<file path="config.mk">
export PLATFORM = sky130hd
export DESIGN_NAME = demux_1_4_2bits_seq_flat
export DESIGN_NICKNAME = d
export VERILOG_FILES = /design/src/rtl/demux_pkg.sv /design/src/rtl/demux_1_4_2bits_seq_if.sv /design/src/rtl/dwell_ptr.sv /design/src/rtl/demux_1_4_2bits_seq.sv /design/src/flat_wrapper.sv
export SDC_FILE = /design/constraint.sdc
export NUM_CORES = 1
export LEC_CHECK = 0
export ABC_AREA = 1
export CAP_MARGIN = 20
export CORE_MARGIN = 5
export CORE_UTILIZATION = 48
export CTS_CLUSTER_SIZE = 16
export DETAILED_ROUTE_END_ITERATION = 16
export PLACE_DENSITY = 0.78
export SLEW_MARGIN = 20
export SYNTH_ARGS = -nofsm -noshare
export SYNTH_HDL_FRONTEND = slang
export SYNTH_SLANG_ARGS = --single-unit
</file>
<file path="constraint.sdc">
create_clock -name clk -period 3.31 [get_ports clk]
set_input_delay 0.662 -clock clk [delete_from_list [all_inputs] [get_ports clk]]
set_output_delay 0.662 -clock clk [all_outputs]
set_load 0.05 [all_outputs]
</file>
<file path="src/rtl/demux_pkg.sv">
// Shared constants and types for the 2-bit 1-to-4 lane distributor.
package demux_pkg;

   localparam int unsigned LANES = 4;
   localparam int unsigned SEL_W = 2;

   localparam logic [SEL_W-1:0] LANE_A = 2'd0;
   localparam logic [SEL_W-1:0] LANE_B = 2'd1;
   localparam logic [SEL_W-1:0] LANE_C = 2'd2;
   localparam logic [SEL_W-1:0] LANE_D = 2'd3;

   // Select source: external select or internal rotating pointer.
   typedef enum logic {
      MANUAL = 1'b0,
      AUTO   = 1'b1
   } mode_e;

   // Next lane in rotation order; the last lane wraps back to the first.
   function automatic logic [SEL_W-1:0] lane_next(input logic [SEL_W-1:0] lane);
      return lane + SEL_W'(1);
   endfunction

endpackage

</file>
<file path="src/rtl/demux_1_4_2bits_seq_if.sv">
// Bundle of the distributor's data, select and per-lane handshake signals.
interface demux_1_4_2bits_seq_if
   import demux_pkg::*;
#(
   parameter int unsigned W = 2
);

   // Upstream side
   logic [W-1:0]     in;
   logic             in_valid;
   logic [SEL_W-1:0] sel_in;
   logic             auto;

   // Downstream consume, one bit per lane
   logic [LANES-1:0] ack;

   // Registered lane outputs and status
   logic [W-1:0]     a;
   logic [W-1:0]     b;
   logic [W-1:0]     c;
   logic [W-1:0]     d;
   logic [LANES-1:0] full;
   logic [LANES-1:0] valid;
   logic             drop;
   logic [SEL_W-1:0] sel_out;
   logic             wrap;

   // Drives the distributor and observes its lanes
   modport master (
      output in, in_valid, sel_in, auto, ack,
      input  a, b, c, d, full, valid, drop, sel_out, wrap
   );

   // The distributor itself
   modport slave (
      input  in, in_valid, sel_in, auto, ack,
      output a, b, c, d, full, valid, drop, sel_out, wrap
   );

endinterface

</file>
<file path="src/rtl/dwell_ptr.sv">
// Rotating lane pointer: follows the external select while in manual mode and,
// in auto mode, dwells DWELL cycles on each lane before stepping to the next.
// DWELL must lie in 1..255 (the dwell counter is 8 bits wide).
module dwell_ptr
   import demux_pkg::*;
#(
   parameter int unsigned DWELL = 5
) (
   input  logic             clk,
   input  logic             rst,
   input  logic             auto,
   input  logic [SEL_W-1:0] sel_in,
   output logic [SEL_W-1:0] ptr,
   output logic             wrap
);

   localparam logic [7:0] CntLast = 8'(DWELL - 1);

   logic [7:0]       cnt_q, cnt_d;
   logic [SEL_W-1:0] ptr_q, ptr_d;
   logic             wrap_q, wrap_d;

   // Next pointer/count. 'auto' is the registered mode, so the cycle that
   // enters auto mode still loads sel_in and the rotation starts from there.
   always_comb begin
      cnt_d  = cnt_q;
      ptr_d  = ptr_q;
      wrap_d = 1'b0;
      if (!auto) begin
         ptr_d = sel_in;
         cnt_d = '0;
      end else if (cnt_q == CntLast) begin
         cnt_d  = '0;
         ptr_d  = lane_next(ptr_q);
         wrap_d = (ptr_q == LANE_D);
      end else begin
         cnt_d = cnt_q + 8'd1;
      end
   end

   // Pointer, dwell count and wrap strobe registers
   always_ff @(posedge clk) begin
      if (rst) begin
         cnt_q  <= '0;
         ptr_q  <= LANE_A;
         wrap_q <= 1'b0;
      end else begin
         cnt_q  <= cnt_d;
         ptr_q  <= ptr_d;
         wrap_q <= wrap_d;
      end
   end

   assign ptr  = ptr_q;
   assign wrap = wrap_q;

endmodule

</file>
<file path="src/rtl/demux_1_4_2bits_seq.sv">
// Registered 1-to-4 distributor for W-bit words. Each write lands in the lane
// picked by the effective select; a lane stays full until its consumer acks.
module demux_1_4_2bits_seq
   import demux_pkg::*;
#(
   parameter int unsigned W     = 2,
   parameter int unsigned DWELL = 5
) (
   input logic                  clk,
   input logic                  rst,
   demux_1_4_2bits_seq_if.slave bus
);

   mode_e            state_q, state_d;
   logic             in_auto;
   logic [SEL_W-1:0] esel;
   logic [SEL_W-1:0] ptr;
   logic             wrap;

   logic [LANES-1:0] hit;
   logic [LANES-1:0] accept;

   logic [W-1:0]     lane_q [LANES];
   logic [W-1:0]     lane_d [LANES];
   logic [LANES-1:0] full_q, full_d;
   logic [LANES-1:0] valid_q, valid_d;
   logic             drop_q, drop_d;

   // Mode register
   always_ff @(posedge clk) begin
      if (rst) begin
         state_q <= MANUAL;
      end else begin
         state_q <= state_d;
      end
   end

   // Mode simply follows the auto input each cycle
   always_comb begin
      state_d = bus.auto ? AUTO : MANUAL;
   end

   // Effective select: external select in manual mode, rotating pointer in auto
   always_comb begin
      in_auto = (state_q == AUTO);
      esel    = bus.sel_in;
      if (in_auto) begin
         esel = ptr;
      end
   end

   dwell_ptr #(
      .DWELL (DWELL)
   ) u_dwell_ptr (
      .clk    (clk),
      .rst    (rst),
      .auto   (in_auto),
      .sel_in (bus.sel_in),
      .ptr    (ptr),
      .wrap   (wrap)
   );

   // Write acceptance: a same-cycle ack frees a full lane for the incoming word
   always_comb begin
      hit     = bus.in_valid ? (LANES'(1) << esel) : '0;
      accept  = hit & (~full_q | bus.ack);
      drop_d  = |(hit & full_q & ~bus.ack);
      valid_d = accept;
      // An accepted write keeps the lane full even if it was acked this cycle
      full_d  = accept | (full_q & ~bus.ack);
      for (int k = 0; k < LANES; k++) begin
         lane_d[k] = accept[k] ? bus.in : lane_q[k];
      end
   end

   // Lane data, full flags and one-cycle strobes
   always_ff @(posedge clk) begin
      if (rst) begin
         for (int k = 0; k < LANES; k++) begin
            lane_q[k] <= '0;
         end
         full_q  <= '0;
         valid_q <= '0;
         drop_q  <= 1'b0;
      end else begin
         for (int k = 0; k < LANES; k++) begin
            lane_q[k] <= lane_d[k];
         end
         full_q  <= full_d;
         valid_q <= valid_d;
         drop_q  <= drop_d;
      end
   end

   assign bus.a       = lane_q[LANE_A];
   assign bus.b       = lane_q[LANE_B];
   assign bus.c       = lane_q[LANE_C];
   assign bus.d       = lane_q[LANE_D];
   assign bus.full    = full_q;
   assign bus.valid   = valid_q;
   assign bus.drop    = drop_q;
   assign bus.sel_out = ptr;
   assign bus.wrap    = wrap;

endmodule
</file>
<file path="src/flat_wrapper.sv">
// flat-port wrapper written by rule: the top's interface ports become plain ports
module demux_1_4_2bits_seq_flat import demux_pkg::*;
#(
   parameter int unsigned W     = 2,
   parameter int unsigned DWELL = 5
)
  (clk, rst, bus_in, bus_in_valid, bus_sel_in, bus_auto, bus_ack, bus_a, bus_b, bus_c, bus_d, bus_full, bus_valid, bus_drop, bus_sel_out, bus_wrap);
  demux_1_4_2bits_seq_if #(.W(W)) bus_i ();
  input logic clk;
  input logic rst;
  input wire logic [$bits(bus_i.in)-1:0] bus_in;
  input wire logic [$bits(bus_i.in_valid)-1:0] bus_in_valid;
  input wire logic [$bits(bus_i.sel_in)-1:0] bus_sel_in;
  input wire logic [$bits(bus_i.auto)-1:0] bus_auto;
  input wire logic [$bits(bus_i.ack)-1:0] bus_ack;
  output wire logic [$bits(bus_i.a)-1:0] bus_a;
  output wire logic [$bits(bus_i.b)-1:0] bus_b;
  output wire logic [$bits(bus_i.c)-1:0] bus_c;
  output wire logic [$bits(bus_i.d)-1:0] bus_d;
  output wire logic [$bits(bus_i.full)-1:0] bus_full;
  output wire logic [$bits(bus_i.valid)-1:0] bus_valid;
  output wire logic [$bits(bus_i.drop)-1:0] bus_drop;
  output wire logic [$bits(bus_i.sel_out)-1:0] bus_sel_out;
  output wire logic [$bits(bus_i.wrap)-1:0] bus_wrap;
  assign bus_i.in = bus_in;
  assign bus_i.in_valid = bus_in_valid;
  assign bus_i.sel_in = bus_sel_in;
  assign bus_i.auto = bus_auto;
  assign bus_i.ack = bus_ack;
  assign bus_a = bus_i.a;
  assign bus_b = bus_i.b;
  assign bus_c = bus_i.c;
  assign bus_d = bus_i.d;
  assign bus_full = bus_i.full;
  assign bus_valid = bus_i.valid;
  assign bus_drop = bus_i.drop;
  assign bus_sel_out = bus_i.sel_out;
  assign bus_wrap = bus_i.wrap;
  demux_1_4_2bits_seq #(.W(W), .DWELL(DWELL)) u_core (.clk(clk), .rst(rst), .bus(bus_i));
endmodule
</file>
# Word level (Yosys, flattened, before mapping)
# Memory sizes are Yosys's and may differ from the RTL's.
# Index checks and enable logic that the tools add are counted.
[totals]
regBits = 21
ram_bits = 8
in_bits = 12
output_inout_bits = 20
mem_count = 1
[classes]
addsub = 2
eq_ne = 7
shifts = 1
mux = 16
bitwise_logic = 14
reduce_logical = 7
[memory_table]
columns = ["memory", "words", "width", "rd", "rd_ports_with_merged_regs", "write_ports", "line", "text"]
rows = [
  ["u_core.lane_q", 4, 2, 4, 0, 4, "demux_1_4_2bits_seq.sv:23", "logic [W-1:0] lane_q [LANES];"],
]
[op_table]
columns = ["op", "count"]
rows = [
  ["$mux 2", 11],
  ["$and 4x4->4", 4],
  ["$add 8x1->8 const B", 1],
  ["$eq 8x3->1 const B", 1],
  ["$not 4->4", 2],
  ["$or 4x4->4", 2],
  ["$reduce_and 2->1", 4],
  ["$reduce_or 3->1", 2],
  ["$mux 1", 4],
  ["$mux 4", 1],
  ["$ne 1x1->1 const B", 4],
  ["$or 1x1->1", 4],
  ["$reduce_or 4->1", 1],
  ["$shl 1x2->4 const A", 1],
  ["$add 2x1->2 const B", 1],
  ["$eq 2x2->1 const B", 1],
  ["$ne 2x2->1 const B", 1],
  ["$not 1->1", 2],
]

# Logic depth before layout (Yosys ltp)
[depth]
ltp_word = 7
depth_mapped = 9
ltp_nobuf = 9

# Modules after synthesis
# Synthesis repeated with hierarchy kept, for this count alone.
[unflattened]
hier_cells = 187
area_unflattened_um2 = 1331.3
[modules_own_cells]
columns = ["module", "instances", "cells_each", "area_per_inst_um2", "seq_area_each_um2"]
rows = [
  ["demux_1_4_2bits_seq", 1, 102, 759.5, 360.3],
  ["dwell_ptr", 1, 85, 571.8, 220.2],
]

# Least setup slack after synthesis
# No wires, ideal clock.
[synth_path]
kind = "reg-to-reg"
startpoint = "register u_core.u_dwell_ptr.ptr_q[0], in the netlist u_core.u_dwell_ptr.ptr[0]"
endpoint = "memory u_core.lane_q[3][0]"
t_arrival_ns = 1.327
slack_ns = 1.869
stages_incl_launch_ff = 8
path_buffers = 0
cell_sequence = "dfxtp_1 > nand2_2 > o21ai_4 > nand3_2 > nor2_4 > nand2_1 > nand2_1 > nor2_1"
[synth_rtl]
columns = ["element", "line", "text"]
rows = [
  ["from (decl)", "dwell_ptr.sv:20", "logic [SEL_W-1:0] ptr_q, ptr_d;"],
  ["from (signal assigned)", "dwell_ptr.sv:49", "ptr_q <= ptr_d;"],
  ["to (decl)", "demux_1_4_2bits_seq.sv:23", ""],
]

# Worst setup path after layout
[layout_path]
startpoint = "register u_core.u_dwell_ptr.ptr_q[0], in the netlist u_core.u_dwell_ptr.ptr[0]"
endpoint = "output bus_sel_out[0]"
[layout_rtl]
columns = ["element", "line", "text"]
rows = [
  ["to (decl)", "flat_wrapper.sv:23", "output wire logic [$bits(bus_i.sel_out)-1:0] bus_sel_out;"],
]
# No word-level cell between the ends.

==> results.md <==
* Reg2reg end: u_core.lane_q[3][1]
* Global-route wire length before repair at 4610 µm
* RR Startpoint: u_core.in_auto
* CTS buffer count at 5
* Layout Skew at 0.00417 ns
* Hold Path Stages at 1
* Final wirelength at 2650 µm
* Syn Area/Cell at 7.66 µm²
* Routed via count at 1092
* DP Cell Count at 225
* Fmax at 0.450 GHz
* CTS Sinks at 29
* Top FF cell, synth: dfxtp_1
* Synth area leaders: dfxtp_1 (45%), nor2_1 (11%), nand2_1 (7.6%)
* Count of max-cap constraint violations at 0
* Crit share post-route at 0.672
* Die ar. at 0.00380 mm²
* RePlAce Congestion at 0.769
* Ratio of cells with drive above 1 in the final layout at 0.108
* CP Max Fanout at 4
* Startpoint type of the worst setup path: flop
* Final Slew Violations at 0
* Via density at 4.69
* Final min period at 2.22 ns
* Die width at 61.6 µm
* CTS tree: built
* Area grow syn2layout at 29.6%
* R2R cell count at 7
* TNS Setup at 0 ns
* Pwr dens at 414 mW/mm²
* Final std cells w/o fill at 233
* Min-delay src: u_core.u_dwell_ptr.cnt_q[0]
* Crit path DAT at 1.56 ns
* Yosys top cell by area: dfxtp_1
* Die H at 61.6 µm
* Reg2reg setup slack at 1.86 ns
* Seq cells post-synth at 29
* Final Hold Viols at 0
* Rel. slew slack at 0.635
* GR Util All Layers at 0.167
* Leakage at 0.694 nW
* Antenna violations before repair at 0
* Area share of the largest cell type after synthesis at 0.454
* # Post-CTS Setup Buffers at 0
* Remaining global-route overflow at 0
* DRC violations left at 0
* DRT Pass-1 Iters at 4
* Synth Cell Area at 0.00128 mm²
* NumNets Final at 217
* Clk root buf: clkbuf_4
* PortBufs at 31
* Ports at 32
* Final HPWL DP at 2080 µm
* H-Tree Depth at 2
* Max incr delay on CP at 0.83 ns
* Core area at 0.00252 mm²
* Ant. Diodes at 0
* Clk pin slew, worst setup/hold paths at 0.08 ns
* Resize count post-CTS at 0
* Pre-CTS setup slack at 1.10 ns
* Pin count of the biggest net entering global routing at 17
* Peak supply drop at 0.345 mV
* Num rows at 18
* Synth unique cells at 25
* Cell family with most CP delay: buffers and inverters
* Syn nets at 182
* Final setup fails at 0
* Sequential share of the synthesized area at 0.454
* Latest clock arrival within the worst-skew pair at 0.32 ns
* Mapped Cells at 167
* Worst-margin pin slew at 0.546 ns
* Worst Setup End Kind: output port
* Top-count cell post-synth: nor2_1
* Drt wl/cell at 11.4 µm
* Sink of the worst hold path: u_core.u_dwell_ptr.cnt_q[0]
* Bufs and invs on worst path at 1
* Starting Density at 0.507
* Clk buf depth at 2
* Fraction of registers with async set/reset at 0
* Fin worst setup slack at 1.09 ns
* Iteration-0 DRC Markers at 39
* Cts hold-fix bufs at 0
* Filler instances at 221
* CP Cell Sequence: clkdlybuf4s50_1
* Status: finished, final reports clean
* WS Path Type: reg -> out
* Post-DRT Antenna Nets at 0
* Worst EP required at 2.65 ns
* Worst hold path type: reg -> reg
* Vias in the first global route at 1138
* Min Hold Slack at 0.468 ns
* RSZ-0062 raised after global routing: false
* Most instantiated cells after synthesis: nor2_1 (36), dfxtp_1 (29), nand2_1 (26)
* Synth warn at 0
* EDFF count, synth at 0
* Slowest cell on crit path: clkdlybuf4s50_1
## registers in the layout (all words and copies together) (netlist names)
signal                    cells
u_core.lane_q                 8
u_core.u_dwell_ptr.cnt_q      8
u_core.bus.full               4
u_core.bus.valid              4
u_core.u_dwell_ptr.ptr        2
u_core.bus.drop               1
u_core.in_auto                1
u_core.u_dwell_ptr.wrap       1
## worst max path at each step
stage	start	end	slack [ns]	cells after the start
after floorplan	u_core.u_dwell_ptr.ptr[0]	u_core.lane_q[3][0]	1.87	7
after global placement	rst	u_core.u_dwell_ptr.cnt_q[6]	1.17	6
after detailed placement	rst	u_core.u_dwell_ptr.cnt_q[6]	1.10	6
after CTS	u_core.u_dwell_ptr.ptr[0]	bus_sel_out[0]	1.06	1
after global routing	u_core.u_dwell_ptr.ptr[0]	bus_sel_out[0]	1.01	1
final	u_core.u_dwell_ptr.ptr[0]	bus_sel_out[0]	1.09	1
## layout by cell type, fill, tap and decap left out, types with 2 or more instances in the layout
| cell type | count |
|---|---|
| a21oi_1 | 6 |
| clkbuf_1 | 3 |
| clkbuf_4 | 5 |
| clkdlybuf4s50_1 | 31 |
| dfxtp_1 | 29 |
| ha_1 | 3 |
| inv_1 | 24 |
| inv_2 | 2 |
| nand2_1 | 26 |
| nand2_2 | 5 |
| nand3_1 | 9 |
| nand3_2 | 2 |
| nand4_1 | 2 |
| nor2_1 | 36 |
| nor2_4 | 4 |
| nor3_1 | 3 |
| o21ai_1 | 2 |
| xor2_1 | 3 |
## metrics by stage
stage / util / area, µm² / power, W
after floorplan: - / 1280 / 0.000455
final: 0.657 / 1660 / 0.000686
after detailed placement: 0.637 / 1610 / 0.000498
after global placement: 0.637 / 1610 / 0.000496
after global routing: 0.657 / 1660 / 0.000721
after CTS: 0.657 / 1660 / 0.000694
## cells by family after synthesis
family,Yosys count,synth area share
AOI/OAI and AO/OA,10,0.0479
xor gates and xnor gates,4,0.0274
adders and majority gates,3,0.0294
buffers and inverters,30,0.0939
DFF,29,0.454
and+or+nand+nor,91,0.347
## per-layer routing
layer	track usage	vias to the layer above	wire length [µm]
met5	0	-	0
met4	0.0818	0	27
met3	0.0692	4	169
met2	0.272	31	1310
met1	0.188	480	1140
li1	-	577	-
## cell type report
type,instances,area (µm²),share of cell area
timing repair buffer,31,310,0.187
sequential,29,581,0.350
inverter,27,101,0.0612
tap,30,37.5,0.0227
multi-input combinational,108,578,0.349
clock buffer,8,48.8,0.0295
## where the power goes
| group | leakage [nW] | switching, W | internal [W] | total (W) |
|---|---|---|---|---|
| clock network | 0.0265 | 0.000113 | 0.0000845 | 0.000197 |
| registers | 0.236 | 0.00000864 | 0.000360 | 0.000369 |
| logic | 0.431 | 0.0000763 | 0.0000438 | 0.000120 |
| total | 0.694 | 0.000198 | 0.000489 | 0.000686 |
No activity file was read; power rests on OpenSTA's default activity.
